===== src/rtl/fifo_arb_pkg.sv =====
// Shared types and default sizing for the FIFO write-port arbiter.
package fifo_arb_pkg;

  typedef enum logic {
    IDLE  = 1'b0,
    BURST = 1'b1
  } arb_state_t;

  localparam int DEF_NUM_REQ    = 4;
  localparam int DEF_DATA_WIDTH = 8;
  localparam int DEF_MAX_BURST  = 4;

  // Index width that stays legal when a dimension collapses to 1.
  function automatic int idx_width(input int n);
    return (n > 1) ? $clog2(n) : 1;
  endfunction

endpackage


===== src/rtl/rr_pick.sv =====
// Combinational round-robin picker: first set req bit after last_owner, wrapping.
import fifo_arb_pkg::*;

module rr_pick #(
  parameter int NUM_REQ = DEF_NUM_REQ,
  parameter int IW      = idx_width(DEF_NUM_REQ)
) (
  input  logic [NUM_REQ-1:0] req,
  input  logic [IW-1:0]      last_owner,
  output logic [IW-1:0]      owner,
  output logic               found
);

  logic [IW-1:0] cand;

  // Walk offsets from farthest to nearest so the nearest hit wins.
  always_comb begin
    owner = '0;
    found = 1'b0;
    cand  = '0;
    for (int k = NUM_REQ; k >= 1; k--) begin
      cand = IW'((int'(last_owner) + k) % NUM_REQ);
      if (req[cand]) begin
        owner = cand;
        found = 1'b1;
      end
    end
  end

endmodule


===== src/rtl/fifo_wr_arbiter.sv =====
// Burst-limited round-robin arbiter sharing one FIFO write port among NUM_REQ requesters.
import fifo_arb_pkg::*;

module fifo_wr_arbiter #(
  parameter int NUM_REQ    = DEF_NUM_REQ,
  parameter int data_width = DEF_DATA_WIDTH,
  parameter int MAX_BURST  = DEF_MAX_BURST
) (
  input  logic                          clk,
  input  logic                          rstn,
  input  logic [NUM_REQ-1:0]            req,
  input  logic [NUM_REQ*data_width-1:0] req_data,
  input  logic                          full,
  output logic [NUM_REQ-1:0]            gnt,
  output logic [NUM_REQ-1:0]            accept,
  output logic                          wt_ena,
  output logic [data_width-1:0]         data_in
);

  localparam int IW = idx_width(NUM_REQ);
  localparam int BW = idx_width(MAX_BURST);
  localparam logic [BW-1:0] LAST_BEAT = BW'(MAX_BURST - 1);
  localparam logic [IW-1:0] RST_OWNER = IW'(NUM_REQ - 1);

  arb_state_t      state, state_nxt;
  logic [IW-1:0]   owner, owner_nxt;
  logic [IW-1:0]   last_owner, last_owner_nxt;
  logic [BW-1:0]   beat, beat_nxt;
  logic [IW-1:0]   pick;
  logic            pick_found;
  logic            owner_req;
  logic [data_width-1:0] owner_data;
  logic            wr;

  rr_pick #(
    .NUM_REQ (NUM_REQ),
    .IW      (IW)
  ) u_pick (
    .req        (req),
    .last_owner (last_owner),
    .owner      (pick),
    .found      (pick_found)
  );

  always_comb begin
    owner_req  = 1'b0;
    owner_data = '0;
    for (int i = 0; i < NUM_REQ; i++) begin
      if (owner == IW'(i)) begin
        owner_req  = req[i];
        owner_data = req_data[i*data_width +: data_width];
      end
    end
  end

  // A write needs the owner still requesting and room in the FIFO; reset
  // suppresses it so an aborted burst never leaks a beat.
  assign wr = rstn && (state == BURST) && owner_req && !full;

  always_ff @(posedge clk) begin
    if (!rstn) begin
      state      <= IDLE;
      owner      <= '0;
      last_owner <= RST_OWNER;
      beat       <= '0;
    end else begin
      state      <= state_nxt;
      owner      <= owner_nxt;
      last_owner <= last_owner_nxt;
      beat       <= beat_nxt;
    end
  end

  always_comb begin
    state_nxt      = state;
    owner_nxt      = owner;
    last_owner_nxt = last_owner;
    beat_nxt       = beat;
    case (state)
      IDLE: begin
        if (pick_found) begin
          state_nxt      = BURST;
          owner_nxt      = pick;
          last_owner_nxt = pick;
          beat_nxt       = '0;
        end
      end
      BURST: begin
        if (!owner_req) begin
          state_nxt = IDLE;
        end else if (wr) begin
          if (beat == LAST_BEAT) state_nxt = IDLE;
          else                   beat_nxt  = beat + 1'b1;
        end
      end
      default: state_nxt = IDLE;
    endcase
  end

  always_comb begin
    gnt     = '0;
    accept  = '0;
    wt_ena  = wr;
    data_in = wr ? owner_data : '0;
    for (int i = 0; i < NUM_REQ; i++) begin
      if (owner == IW'(i)) begin
        gnt[i]    = (state == BURST);
        accept[i] = wr;
      end
    end
  end

endmodule


===== config.mk =====
export PLATFORM = sky130hd
export DESIGN_NAME = fifo_wr_arbiter
export DESIGN_NICKNAME = d
export VERILOG_FILES = /design/src/rtl/fifo_arb_pkg.sv /design/src/rtl/rr_pick.sv /design/src/rtl/fifo_wr_arbiter.sv
export SDC_FILE = /design/constraint.sdc
export NUM_CORES = 1
export LEC_CHECK = 0
export ABC_CLOCK_PERIOD_IN_PS = 3100
export BUFFER_PORTS_ARGS = -buffer_cell sky130_fd_sc_hd__buf_4
export CAP_MARGIN = 10
export CORE_MARGIN = 8
export CORE_UTILIZATION = 42
export CTS_CLUSTER_SIZE = 24
export DETAILED_ROUTE_END_ITERATION = 10
export PLACE_DENSITY_LB_ADDON = 0.08
export SLEW_MARGIN = 5
export SYNTH_ARGS = -nofsm -noshare
export SYNTH_HDL_FRONTEND = slang
export SYNTH_SLANG_ARGS = --single-unit

===== constraint.sdc =====
create_clock -name clk -period 3.1 [get_ports clk]
set_clock_uncertainty 0.15 [all_clocks]
set_input_delay 0.155 -clock clk [delete_from_list [all_inputs] [get_ports clk]]
set_output_delay 0.155 -clock clk [all_outputs]
set_load 0.01 [all_outputs]

==> key figures <==
Worst setup path
  • R2R setup slack: 1250 ps
  • CP Launch Type: register
  • Slowest cell on crit path: dfxtp_1
  • Worst reg-to-reg path cell count: 4
  • FF-to-FF End: beat[1]
  • Crit path max-delay family: simple AND/OR/NAND/NOR gates
  • Crit Path Max Fanout: 12
  • WP buf/inv: 1
  • Required time of the critical path: 2790 ps
  • Worst EP arrival: 2020 ps
  • Worst Setup SP: owner[1]
  • Crit-path max cell delay: 580 ps
  • RR Startpoint: owner[1]
  • Crit Path Class: register to output pin
  • CP Capture Type: output pin
  • CP Cell Sequence: mux4_2 -> nand3b_4 -> or2_1 -> nor2b_2 -> buf_4

Synthesis
  • Yosys Warn Count: 0
  • Most frequent cells after synthesis: dfxtp_1, nor2_1, nor2b_2
  • Number of synthesized flops with an enable pin: 0
  • Top FF cell, synth: dfxtp_1
  • Synth area leader: dfxtp_1
  • Synthesized cell area: 768.2 um2
  • Number of distinct library cells after synthesis: 33
  • Sequential fraction of the synthesis area: 18.24%
  • Syn_nets: 116
  • Synthesized area per cell: 10.11 um2
  • Flops & latches, synth: 7
  • Cells after synthesis: 76
  • Area contributors post-synth: dfxtp_1, mux4_2, mux4_1
  • Post-synth top area share: 18.24%
  • Post-synth ARST share: 0%

Placement
  • Routability cong.: 0.7521
  • DP Wirelength: 2.046 mm
  • Port buffer count: 55

Route
  • Pre-Repair DR Iteration Count: 4
  • DR vias: 834
  • Routed Antenna Nets: 0
  • WL/cell: 15.32 um
  • Iter 0 DRT Violations: 22
  • Drt via density: 5.278
  • Total Wirelength: 2.420 mm
  • Post-route DRC: 0

Power
  • Power Internal: 246.0 uW
  • Sw Share: 29.73%
  • Leakage power: 0.0005811 uW
  • Overall Power: 350.0 uW
  • Peak supply drop: 0.2575 mV
  • P per Cell Area: 286.0 nW/um2
  • Combinational share of power: 44.6%
  • Net switching power: 104.1 uW
  • Clk pwr share: 23.7%
  • Sequential power share: 31.7%

Timing
  • Slew @ Worst Pin: 512.1 ps
  • Post-layout minimum cycle time: 2328 ps
  • Final TNS setup: 0 ps
  • Slew Viols, Final: 0
  • Slew HR: 65.86%
  • FMAX: 0.4295 GHz
  • Final setup fails: 0
  • RSZ-0062 raised after global routing: no
  • WHS: 102.9 ps
  • Crit share post-route: 75.11%
  • Final Hold Vio Count: 0

Global routing
  • Grt ovf: 0
  • Initial antenna violation count: 0
  • Vias in the first global route: 911
  • Tot GR Track Use: 14.54%
  • First-pass GRT wire length: 3.967 mm
  • Largest net degree at the start of global routing: 17

Job
  • Max_cap viols: 0

CTS
  • Clock sink count: 7
  • Reg clk slew, reported paths: 50 ps
  • Number of CTS-inserted buffers: 3
  • Root Driver: clkbuf_4
  • CTS Buffer Depth: 2
  • TritonCTS clock tree: done
  • H-tree Lvls: 1
  • Clock latency on the worst-skew pair: 250 ps

Worst hold path
  • Hold path depth: 3
  • Type of the worst min-delay path: input pin to register
  • Hold path start: full
  • Hold endpoint: state

Finish
  • Fill cells: 146
  • Number of diodes: 0
  • Area of the multi-input gates: 569.3 um2
  • Register area: 140.1 um2
  • Nets: 174
  • Area delta synth->final: 59.28%
  • Share of layout cells above drive strength 1: 57.89%

Status
  • Outcome: complete, no violations

Floorplan
  • # IOs: 56
  • Full die area: 3454 um2
  • Row count: 15
  • Initial core utilization: 44.49%
  • Die X: 58.77 um
  • Die H: 58.77 um
  • Core area: 1727 um2
-- power by group through the flow --
stage               registers [uW]  logic [uW]  clock network [uW]
global route                   113         171                91.6
global placement               112         152                   0
finish                         111         156                83.1
floorplan                      106         101                   0
CTS                            111         159                88.3
detailed placement             113         157                   0
-- state kept, by name, indices dropped and copies added (netlist names) --
signal	cells
beat	2
last_owner	2
owner	2
state	1
-- cell type report --
cell class / instances / area share [%]
clock buffer: 4 / 2.147
inverter: 7 / 2.147
multi-input combinational: 58 / 46.52
sequential: 7 / 11.45
tap: 25 / 2.556
timing repair buffer: 57 / 35.17
-- worst max-delay path by stage --
stage                 endpoint  slack [ps]  cells past startpoint
floorplan           data_in[0]        1410                      6
global placement    data_in[0]        1050                      5
detailed placement  data_in[2]        1000                      5
CTS                 data_in[2]         710                      5
global route        data_in[0]         590                      5
finish              data_in[2]         770                      5
-- logic make-up after synthesis --
family / count (synthesis) / share of synthesized area, %
buffers and inverters: 11 / 7.654
DFF: 7 / 18.24
and+or+nand+nor: 31 / 26.71
AOI/OAI and AO/OA: 13 / 12.05
adders and majority gates: 1 / 1.628
muxes: 13 / 33.71
-- per-layer routing --
layer / vias to the layer above / global-route usage, % / part of all wire (%)
li1: 404 / - / -
met4: 0 / 7.167 / 1.6
met5: - / 0 / 0
met3: 6 / 5.000 / 11
met2: 34 / 27.73 / 54
met1: 390 / 13.17 / 33
-- cells in the final DEF (no fill, tap or decap), types with 2 or more instances in the layout --
master,instances
a21boi_1,2
buf_4,56
clkbuf_4,3
dfxtp_1,7
inv_1,4
inv_2,3
mux2i_1,3
mux4_1,4
mux4_2,5
nand2_1,3
nand3_1,2
nor2_1,7
nor2b_2,7
nor3_1,4
o21ai_0,2
o221ai_1,2
-- timing repair --
action                     CTS  global route
hold endpoints to repair     1             0
setup endpoints to repair    0             0
setup buffers                0             0
resized for setup            0             0
hold buffers                 1             0
-- worst reg2reg max path, stage by stage, from the launching register on --
cell and delay (ps):
dfxtp_1 580, nand2_1 200, o22ai_1 210, and4b_1 270, mux2_1 320
-- stage by stage --
stage | setup WS (ps) | instance area (um2) | instances | util [%]
finish | 771.5 | 1224 | 158 | 70.87
global route | 592.4 | 1224 | 158 | 70.87
CTS | 712.3 | 1224 | 158 | 70.87
detailed placement | 1003 | 1187 | 153 | 68.77
global placement | 1053 | 1187 | 153 | 68.77
floorplan | 1415 | 768.2 | 76 | -
(Power assumes the default switching activity.)
